===== config.mk =====
export PLATFORM = sky130hd
export DESIGN_NAME = seq_alu_flat
export DESIGN_NICKNAME = d
export VERILOG_FILES = /design/src/rtl/seq_alu_if.sv /design/src/rtl/seq_alu.sv /design/src/flat_wrapper.sv
export SDC_FILE = /design/constraint.sdc
export NUM_CORES = 1
export LEC_CHECK = 0
export ABC_AREA = 1
export CAP_MARGIN = 20
export CORE_ASPECT_RATIO = 0.6
export CORE_MARGIN = 2
export CORE_UTILIZATION = 45
export CTS_CLUSTER_DIAMETER = 100
export CTS_CLUSTER_SIZE = 12
export DETAILED_ROUTE_END_ITERATION = 10
export PLACE_DENSITY = 0.73
export SYNTH_ARGS = -nofsm -noshare
export SYNTH_HDL_FRONTEND = slang
export SYNTH_SLANG_ARGS = --single-unit

===== constraint.sdc =====
create_clock -name i_clk -period 6.6 [get_ports i_clk]
set_clock_uncertainty 0.05 [all_clocks]
set_input_delay 1.32 -clock i_clk [delete_from_list [all_inputs] [get_ports i_clk]]
set_output_delay 1.32 -clock i_clk [all_outputs]
set_load 0.01 [all_outputs]

===== src/rtl/seq_alu_if.sv =====
// Request/result handshake bundle for seq_alu: one valid/ready pair for requests, one for results.
interface seq_alu_if #(
  parameter int WIDTH = 32
);
  logic             i_valid;
  logic             o_ready;
  logic [4:0]       i_alu_op;
  logic [WIDTH-1:0] i_operand_a;
  logic [WIDTH-1:0] i_operand_b;
  logic             o_valid;
  logic             i_ready;
  logic [WIDTH-1:0] o_alu_data;

  modport master (
    output i_valid, i_alu_op, i_operand_a, i_operand_b, i_ready,
    input  o_ready, o_valid, o_alu_data
  );

  modport slave (
    input  i_valid, i_alu_op, i_operand_a, i_operand_b, i_ready,
    output o_ready, o_valid, o_alu_data
  );
endinterface


===== src/rtl/seq_alu.sv =====
// seq_alu: sequential ALU with valid/ready request and result handshakes.
// Define SEQ_ALU_MDU_EN to add the radix-2 iterative multiply/divide unit (op codes 16-23).
module seq_alu #(
  parameter int WIDTH = 32,
  parameter int SHW   = $clog2(WIDTH)
) (
  input  logic     i_clk,
  input  logic     i_rst,
  seq_alu_if.slave bus
);
  localparam int CW = $clog2(WIDTH);

  localparam logic [4:0] OP_ADD  = 5'd0;
  localparam logic [4:0] OP_SUB  = 5'd1;
  localparam logic [4:0] OP_SLT  = 5'd2;
  localparam logic [4:0] OP_SLTU = 5'd3;
  localparam logic [4:0] OP_XOR  = 5'd4;
  localparam logic [4:0] OP_OR   = 5'd5;
  localparam logic [4:0] OP_AND  = 5'd6;
  localparam logic [4:0] OP_SLL  = 5'd7;
  localparam logic [4:0] OP_SRL  = 5'd8;
  localparam logic [4:0] OP_SRA  = 5'd9;

`ifdef SEQ_ALU_MDU_EN
  typedef enum logic [1:0] {IDLE, BUSY, DONE} state_t;
`else
  typedef enum logic [1:0] {IDLE, DONE} state_t;
`endif

  state_t           state;
  logic             ready;
  logic             valid;
  logic [WIDTH-1:0] result;

  logic [WIDTH-1:0] a;
  logic [WIDTH-1:0] b;
  logic [SHW-1:0]   shamt;
  logic [WIDTH-1:0] base_result;

  assign a     = bus.i_operand_a;
  assign b     = bus.i_operand_b;
  assign shamt = b[SHW-1:0];

  // Single-cycle ops are evaluated straight from the request; unsupported codes fall to zero.
  always_comb begin
    base_result = '0;
    case (bus.i_alu_op)
      OP_ADD:  base_result = a + b;
      OP_SUB:  base_result = a - b;
      OP_SLT:  base_result = {{(WIDTH-1){1'b0}}, ($signed(a) < $signed(b))};
      OP_SLTU: base_result = {{(WIDTH-1){1'b0}}, (a < b)};
      OP_XOR:  base_result = a ^ b;
      OP_OR:   base_result = a | b;
      OP_AND:  base_result = a & b;
      OP_SLL:  base_result = a << shamt;
      OP_SRL:  base_result = a >> shamt;
      OP_SRA:  base_result = $signed(a) >>> shamt;
      default: base_result = '0;
    endcase
  end

`ifdef SEQ_ALU_MDU_EN
  localparam logic [4:0] OP_MUL    = 5'd16;
  localparam logic [4:0] OP_MULH   = 5'd17;
  localparam logic [4:0] OP_MULHSU = 5'd18;
  localparam logic [4:0] OP_MULHU  = 5'd19;
  localparam logic [4:0] OP_DIV    = 5'd20;
  localparam logic [4:0] OP_DIVU   = 5'd21;
  localparam logic [4:0] OP_REM    = 5'd22;
  localparam logic [4:0] OP_REMU   = 5'd23;

  logic [2*WIDTH-1:0] acc;
  logic [2*WIDTH-1:0] acc_step;
  logic [WIDTH-1:0]   opnd;
  logic [WIDTH-1:0]   dividend;
  logic [4:0]         op_q;
  logic [CW-1:0]      count;
  logic               neg;
  logic               rem_neg;
  logic               div_zero;

  logic               is_mdu;
  logic               a_sign;
  logic               b_sign;
  logic [WIDTH-1:0]   abs_a;
  logic [WIDTH-1:0]   abs_b;
  logic [WIDTH:0]     mul_sum;
  logic [WIDTH:0]     div_diff;
  logic [2*WIDTH-1:0] product;
  logic [WIDTH-1:0]   quo;
  logic [WIDTH-1:0]   rem;
  logic [WIDTH-1:0]   mdu_result;

  assign is_mdu = (bus.i_alu_op[4:3] == 2'b10);

  // The core works on magnitudes; only operands treated as signed by the op contribute a sign.
  always_comb begin
    a_sign = 1'b0;
    b_sign = 1'b0;
    case (bus.i_alu_op)
      OP_MULH, OP_DIV, OP_REM: begin
        a_sign = a[WIDTH-1];
        b_sign = b[WIDTH-1];
      end
      OP_MULHSU: a_sign = a[WIDTH-1];
      default: ;
    endcase
  end

  assign abs_a = a_sign ? -a : a;
  assign abs_b = b_sign ? -b : b;

  // acc holds {partial product, multiplier} for multiply and {remainder, quotient} for restoring divide.
  always_comb begin
    mul_sum  = {1'b0, acc[2*WIDTH-1:WIDTH]} + (acc[0] ? {1'b0, opnd} : {(WIDTH+1){1'b0}});
    div_diff = acc[2*WIDTH-1:WIDTH-1] - {1'b0, opnd};
    if (op_q[2]) begin
      if (!div_diff[WIDTH])
        acc_step = {div_diff[WIDTH-1:0], acc[WIDTH-2:0], 1'b1};
      else
        acc_step = {acc[2*WIDTH-2:0], 1'b0};
    end else begin
      acc_step = {mul_sum, acc[WIDTH-1:1]};
    end
  end

  assign product = neg ? -acc_step : acc_step;
  assign quo     = neg ? -acc_step[WIDTH-1:0] : acc_step[WIDTH-1:0];
  assign rem     = rem_neg ? -acc_step[2*WIDTH-1:WIDTH] : acc_step[2*WIDTH-1:WIDTH];

  // Signed overflow needs no special case: the magnitude path already yields most-negative and zero.
  always_comb begin
    mdu_result = '0;
    case (op_q)
      OP_MUL:                       mdu_result = product[WIDTH-1:0];
      OP_MULH, OP_MULHSU, OP_MULHU: mdu_result = product[2*WIDTH-1:WIDTH];
      OP_DIV, OP_DIVU:              mdu_result = div_zero ? '1 : quo;
      OP_REM, OP_REMU:              mdu_result = div_zero ? dividend : rem;
      default:                      mdu_result = '0;
    endcase
  end
`endif

  always_ff @(posedge i_clk) begin
    if (i_rst) begin
      state  <= IDLE;
      ready  <= 1'b1;
      valid  <= 1'b0;
      result <= '0;
`ifdef SEQ_ALU_MDU_EN
      acc      <= '0;
      opnd     <= '0;
      dividend <= '0;
      op_q     <= '0;
      count    <= '0;
      neg      <= 1'b0;
      rem_neg  <= 1'b0;
      div_zero <= 1'b0;
`endif
    end else begin
      case (state)
        IDLE: begin
          if (bus.i_valid) begin
            ready  <= 1'b0;
            state  <= DONE;
            valid  <= 1'b1;
            result <= base_result;
`ifdef SEQ_ALU_MDU_EN
            if (is_mdu) begin
              state    <= BUSY;
              valid    <= 1'b0;
              op_q     <= bus.i_alu_op;
              count    <= '0;
              neg      <= a_sign ^ b_sign;
              rem_neg  <= a_sign;
              dividend <= a;
              div_zero <= (b == '0);
              if (bus.i_alu_op[2]) begin
                acc  <= {{WIDTH{1'b0}}, abs_a};
                opnd <= abs_b;
              end else begin
                acc  <= {{WIDTH{1'b0}}, abs_b};
                opnd <= abs_a;
              end
            end
`endif
          end
        end
`ifdef SEQ_ALU_MDU_EN
        BUSY: begin
          acc   <= acc_step;
          count <= count + 1'b1;
          if (count == CW'(WIDTH-1)) begin
            state  <= DONE;
            valid  <= 1'b1;
            result <= mdu_result;
          end
        end
`endif
        DONE: begin
          if (bus.i_ready) begin
            state <= IDLE;
            valid <= 1'b0;
            ready <= 1'b1;
          end
        end
        default: begin
          state <= IDLE;
          valid <= 1'b0;
          ready <= 1'b1;
        end
      endcase
    end
  end

  assign bus.o_ready    = ready;
  assign bus.o_valid    = valid;
  assign bus.o_alu_data = result;
endmodule


===== src/flat_wrapper.sv =====
// flat-port wrapper written by rule: the top's interface ports become plain ports
module seq_alu_flat 
#(
  parameter int WIDTH = 32,
  parameter int SHW   = $clog2(WIDTH)
)
  (i_clk, i_rst, bus_i_valid, bus_i_alu_op, bus_i_operand_a, bus_i_operand_b, bus_i_ready, bus_o_ready, bus_o_valid, bus_o_alu_data);
  seq_alu_if #(.WIDTH(WIDTH)) bus_i ();
  input  logic i_clk;
  input  logic i_rst;
  input wire logic [$bits(bus_i.i_valid)-1:0] bus_i_valid;
  input wire logic [$bits(bus_i.i_alu_op)-1:0] bus_i_alu_op;
  input wire logic [$bits(bus_i.i_operand_a)-1:0] bus_i_operand_a;
  input wire logic [$bits(bus_i.i_operand_b)-1:0] bus_i_operand_b;
  input wire logic [$bits(bus_i.i_ready)-1:0] bus_i_ready;
  output wire logic [$bits(bus_i.o_ready)-1:0] bus_o_ready;
  output wire logic [$bits(bus_i.o_valid)-1:0] bus_o_valid;
  output wire logic [$bits(bus_i.o_alu_data)-1:0] bus_o_alu_data;
  assign bus_i.i_valid = bus_i_valid;
  assign bus_i.i_alu_op = bus_i_alu_op;
  assign bus_i.i_operand_a = bus_i_operand_a;
  assign bus_i.i_operand_b = bus_i_operand_b;
  assign bus_i.i_ready = bus_i_ready;
  assign bus_o_ready = bus_i.o_ready;
  assign bus_o_valid = bus_i.o_valid;
  assign bus_o_alu_data = bus_i.o_alu_data;
  seq_alu #(.WIDTH(WIDTH), .SHW(SHW)) u_core (.i_clk(i_clk), .i_rst(i_rst), .bus(bus_i));
endmodule

# Word-level counts from Yosys, hierarchy flattened

Cells that the tools add are included.

Word-level logic and storage cells: 40
Bits in registers: 36
Output and inout bits: 34

Reduce and logical (&&, ||, !) cells: 4
Multiplexer cells: 10
Bitwise logic cells: 3
Eq/ne operators: 12
Shifts and indexed selects: 3
Add/subtract/negate cells: 2
Magnitude comparators: 2

Operators by type and width:

| cell                 | number |
|---|---|
| $pmux W32 S10        | 1 |
| $lt A32 B32 Y1       | 2 |
| $add A32 B32 Y32     | 1 |
| $and A32 B32 Y32     | 1 |
| $or A32 B32 Y32      | 1 |
| $shl A32 B5 Y32      | 1 |
| $shr A32 B5 Y32      | 1 |
| $sshr A32 B5 Y32     | 1 |
| $sub A32 B32 Y32     | 1 |
| $xor A32 B32 Y32     | 1 |
| $eq A5 B3 Y1 const B | 4 |
| $eq A5 B2 Y1 const B | 2 |
| $eq A5 B4 Y1 const B | 2 |
| $eq A5 B1 Y1 const B | 1 |
| $logic_not A5 Y1     | 1 |
| $mux W1              | 4 |
| $mux W2              | 2 |
| $ne A2 B2 Y1 const B | 2 |
| $pmux W1 S2          | 2 |
| $pmux W2 S2          | 1 |
| $reduce_and A2 Y1    | 2 |
| $eq A2 B1 Y1 const B | 1 |
| $logic_not A2 Y1     | 1 |

# Longest topological paths before layout

Depth in word-level cells: 3
Gate-level depth with buffers: 20
Mapped depth without buffers: 18

# Worst setup path after synthesis

Ideal clock, no wire load.

Kind: input port to flip-flop
From: input port bus_i_operand_b[3]
To: register u_core.result[17] (netlist: u_core.bus.o_alu_data[17])
Setup time: 0.134 ns
Setup slack: 2.967 ns
Data arrival time: 3.449 ns
Stages: 18
Buffers on the path: 4
Path through: buf_4 -> inv_1 -> buf_4 -> buf_2 -> ha_1 -> buf_4 -> nor2_1 -> nand3_1 -> nand3_1 -> nand2_1 -> nand2_1 -> nand2_1 -> nand2_1 -> nand2_1 -> nand3_1 -> nand2_1 -> o21bai_1 -> a21oi_1

Word-level cells in the longest chain between the ends: 2
Elaborated cells between the ends (all ways): 6
Classes of those cells: add/sub: 2; shift: 3; mux: 1

RTL lines:

| element                                        | RTL line           | source |
|---|---|---|
| start: declaration                             | flat_wrapper.sv:14 | `input wire logic [$bits(bus_i.i_operand_b)-1:0] bus_i_operand_b;` |
| $sub A32 B32 Y32, or another cell as far along | seq_alu.sv:49      | `OP_SUB: base_result = a - b;` |
| $pmux W32 S10 *                                | seq_alu.sv:47      | `case (bus.i_alu_op)` |
| end signal: assignment                         | seq_alu.sv:167     | `result <= base_result;` |
| end: declaration                               | seq_alu.sv:33      | `logic [WIDTH-1:0] result;` |

Mark *: on every way between the ends. The rest lies on a longest branch, timed or not.
A chain may end at the register's enable or synchronous reset.

# Worst setup path in the final report

From: input port bus_i_operand_a[16]
To: register u_core.result[26] (netlist: u_core.bus.o_alu_data[26])

Word-level cells in the longest chain between the ends: 2
Elaborated cells between the ends (all ways): 6
Classes of those cells: add/sub: 2; shift: 3; mux: 1

RTL lines:

| element                                        | RTL line           | source |
|---|---|---|
| start: declaration                             | flat_wrapper.sv:13 | `input wire logic [$bits(bus_i.i_operand_a)-1:0] bus_i_operand_a;` |
| $sub A32 B32 Y32, or another cell as far along | seq_alu.sv:49      |  |
| $pmux W32 S10 *                                | seq_alu.sv:47      |  |

Marks and branches as above.

==> out/results.tsv <==
metric	value	unit
pin count of the biggest net entering global routing	60	
row count	44	
vias per cell	6.15	
CTS root buffer	clkbuf_16	
# diodes	0	
Avg Cell Area, Syn	5.08	µm²
pin slew with the least headroom to its limit	1110	ps
Total Die Area	0.0264	mm²
GR Overflow Total	0	
Hold Vio Cnt, Final	0	
YS warnings	0	
Data arrival, critical path	4920	ps
H-tree Lvls	2	
worst reg2reg setup slack	4380	ps
Clock Path Buffers	2	
HP Class	register to register	
GRT Total Usage	0.446	
startpoint types	input port	
Peak Freq	0.209	GHz
CTS tree	built	
Worst-path clk slew	60	ps
Antenna Nets Post-Route	0	
Worst Path Required	6740	ps
Pwr Density	111	mW/mm²
Synth Instances	2224	
Hold Startpoint	u_core.bus.o_alu_data[5]	
Mapped Area	0.0113	mm²
DRT iter0 DRCs	2745	
Die H	127	µm
Final min period	4770	ps
asr flop ratio synth	0	
layout cells sized above 1	0.0298	
number of I/O port buffers	106	
Hold Crit Endpoint	u_core.bus.o_alu_data[5]	
RePlAce Congestion	1.10	
setup tns final	0	ps
Die X	209	µm
status	finished, final reports clean	
Post-Route WL	61100	µm
Post-synth EDFFs	0	
crit path capture type	register	
dpl hpwl	50400	µm
Pre-Repair DR Iteration Count	6	
CTS Buf Count	5	
Remaining DRCs	0	
# resized after CTS	0	
Ports	107	
filler instances	2730	
top_reg_cell synth	dfxtp_1	
Pwr Total	1.38	mW
synthesis-stage register bit count	34	
WL per Instance	23.7	µm
Crit Path Category	input port to register	
Clk Latency, worst-skew pair	280	ps
Pleak	6.80	nW
first-pass GRT wire length	87700	µm
Max Slew Vio Count	0	
reg2reg path depth	6	
Slew HR	0.259	
Final Cycle Share	0.723	
Min-Delay Path Depth	2	
setup violators final	0	
postcts setup bufs	0	
maxcap violations	0	
initial antenna violation count	2	
Syn Nets	2396	
setup ws final	1830	ps
number of global-route vias before repair	13400	
routed via count	15800	
worst reg2reg startpoint	u_core.state[0]	
dpl ws	1880	ps
VDD IR max	0.0865	mV
RSZ-0062 raised after global routing	false	
TritonCTS Sinks	34	
Distinct cells, synth	50	
post-synthesis sequential area ratio	0.0603	
Final Net Count	2422	
fin util	0.511	
cts hold-fix bufs	0	
Layout area overhead	10.4	%
initial core utilization	0.463	
core box area	0.0244	mm²
Critical Path Fanout Max	7	
FF-to-FF End	u_core.bus.o_alu_data[17]	
-- synthesized netlist by cell type (2+ instances only) --
| library cell | instances | area [µm²] |
|---|---|---|
| a21o_1 | 2 | 15.0 |
| a21oi_1 | 123 | 616 |
| a21oi_2 | 3 | 26.3 |
| a31oi_1 | 2 | 12.5 |
| and2_1 | 16 | 100 |
| and3_1 | 3 | 18.8 |
| buf_1 | 3 | 11.3 |
| buf_2 | 59 | 295 |
| buf_4 | 15 | 113 |
| buf_6 | 3 | 33.8 |
| clkbuf_1 | 20 | 75.1 |
| clkbuf_2 | 2 | 10.0 |
| clkinv_1 | 2 | 7.51 |
| dfxtp_1 | 34 | 681 |
| fa_1 | 2 | 40.0 |
| ha_1 | 97 | 1210 |
| inv_1 | 283 | 1060 |
| inv_2 | 6 | 22.5 |
| inv_4 | 2 | 12.5 |
| nand2_1 | 798 | 3000 |
| nand2_2 | 2 | 12.5 |
| nand2_4 | 3 | 33.8 |
| nand3_1 | 393 | 1970 |
| nand3_2 | 3 | 30.0 |
| nand3b_1 | 5 | 37.5 |
| nand4_1 | 28 | 175 |
| nor2_1 | 149 | 559 |
| nor2_2 | 2 | 12.5 |
| nor2_4 | 8 | 90.1 |
| nor2_8 | 2 | 40.0 |
| nor3_1 | 16 | 80.1 |
| nor4_1 | 3 | 18.8 |
| o211ai_1 | 16 | 120 |
| o211ai_2 | 2 | 25.0 |
| o21a_1 | 2 | 15.0 |
| o21ai_0 | 47 | 235 |
| o21ai_1 | 14 | 70.1 |
| o21bai_1 | 11 | 82.6 |
| o22ai_1 | 24 | 150 |
| xor2_1 | 9 | 78.8 |
-- sequential cells by signal, summed over array words and instances (netlist names) --
name                   cells
u_core.bus.o_alu_data     32
u_core.bus.o_ready         1
u_core.state               1
-- cells in the final DEF, fill, tap and decap left out, drive strengths merged, types with 5 or more instances in the layout --
cell type	netlist	routed
buf	81	19
o21ai	61	61
nand2	803	803
nand3	397	397
o22ai	24	24
o21bai	11	11
nand4	29	29
a21oi	126	126
clkdlybuf4s50	0	103
nor3	17	17
xor2	9	9
clkbuf	22	6
o211ai	18	18
nor2	161	161
ha	97	97
dfxtp	34	34
and2	16	16
inv	291	291
nand3b	5	5
-- cell type report --
| type | count | area (µm²) | area share |
|---|---|---|---|
| multi-input cells | 1793 | 8960 | 0.718 |
| repair buffers | 122 | 1170 | 0.0935 |
| inverters | 294 | 1110 | 0.0890 |
| flip-flops and latches | 34 | 681 | 0.0546 |
| well taps | 322 | 403 | 0.0323 |
| clock buffers | 6 | 139 | 0.0111 |
| clock inverters | 2 | 12.5 | 0.00100 |
-- cell families after synthesis --
logic type / count (synthesis) / synth area share
XOR/XNOR: 9 / 0.00698
AND/OR/NAND/NOR: 1436 / 0.551
adder cells (fa/ha/maj): 99 / 0.111
buffers and inverters: 397 / 0.147
flip-flops: 34 / 0.0603
AO/OA/AOI/OAI: 249 / 0.123
-- worst max-delay path: stages --
cell and delay [ps]:
clkdlybuf4s50_1 800, inv_1 100, ha_1 460, nand2_1 260
nor2_1 270, inv_1 90, nor3_1 580, nand3_1 320
nand4_1 150, nand3_1 170, nand3_1 150, nand2_1 80
a21oi_1 170
-- through the flow --
stage	instances	area, µm²	hold WS (ps)
CTS	2573	12500	415
detailed placement	2565	12300	406
floorplan	2224	11300	422
finish	2573	12500	415
global placement	2565	12300	385
global route	2573	12500	432
-- worst max path at each step --
stage / from / endpoint / slack [ps]
final: bus_i_operand_a[16] / u_core.bus.o_alu_data[26] / 1830
after global routing: bus_i_operand_a[11] / u_core.bus.o_alu_data[12] / 1870
after CTS: bus_i_alu_op[2] / u_core.bus.o_alu_data[3] / 2150
after detailed placement: bus_i_operand_a[11] / u_core.bus.o_alu_data[12] / 1880
after global placement: bus_i_alu_op[2] / u_core.bus.o_alu_data[3] / 1850
after floorplan: bus_i_operand_b[3] / u_core.bus.o_alu_data[17] / 2970
-- routing by layer --
layer	vias to the layer above	part of all wire	GRT usage	wire length, µm
li1	7212	-	-	-
met4	4	0.032	0.116	1950
met5	-	0.00041	0	25
met2	1328	0.34	0.542	20500
met3	139	0.20	0.234	12300
met1	7153	0.43	0.656	26200
-- power by group --
part / internal, mW / switching [mW]
clock network: 0.150 / 0.0945
logic: 0.265 / 0.654
registers: 0.213 / 0.00576
total: 0.627 / 0.754
No activity file was read; power rests on OpenSTA's default activity.
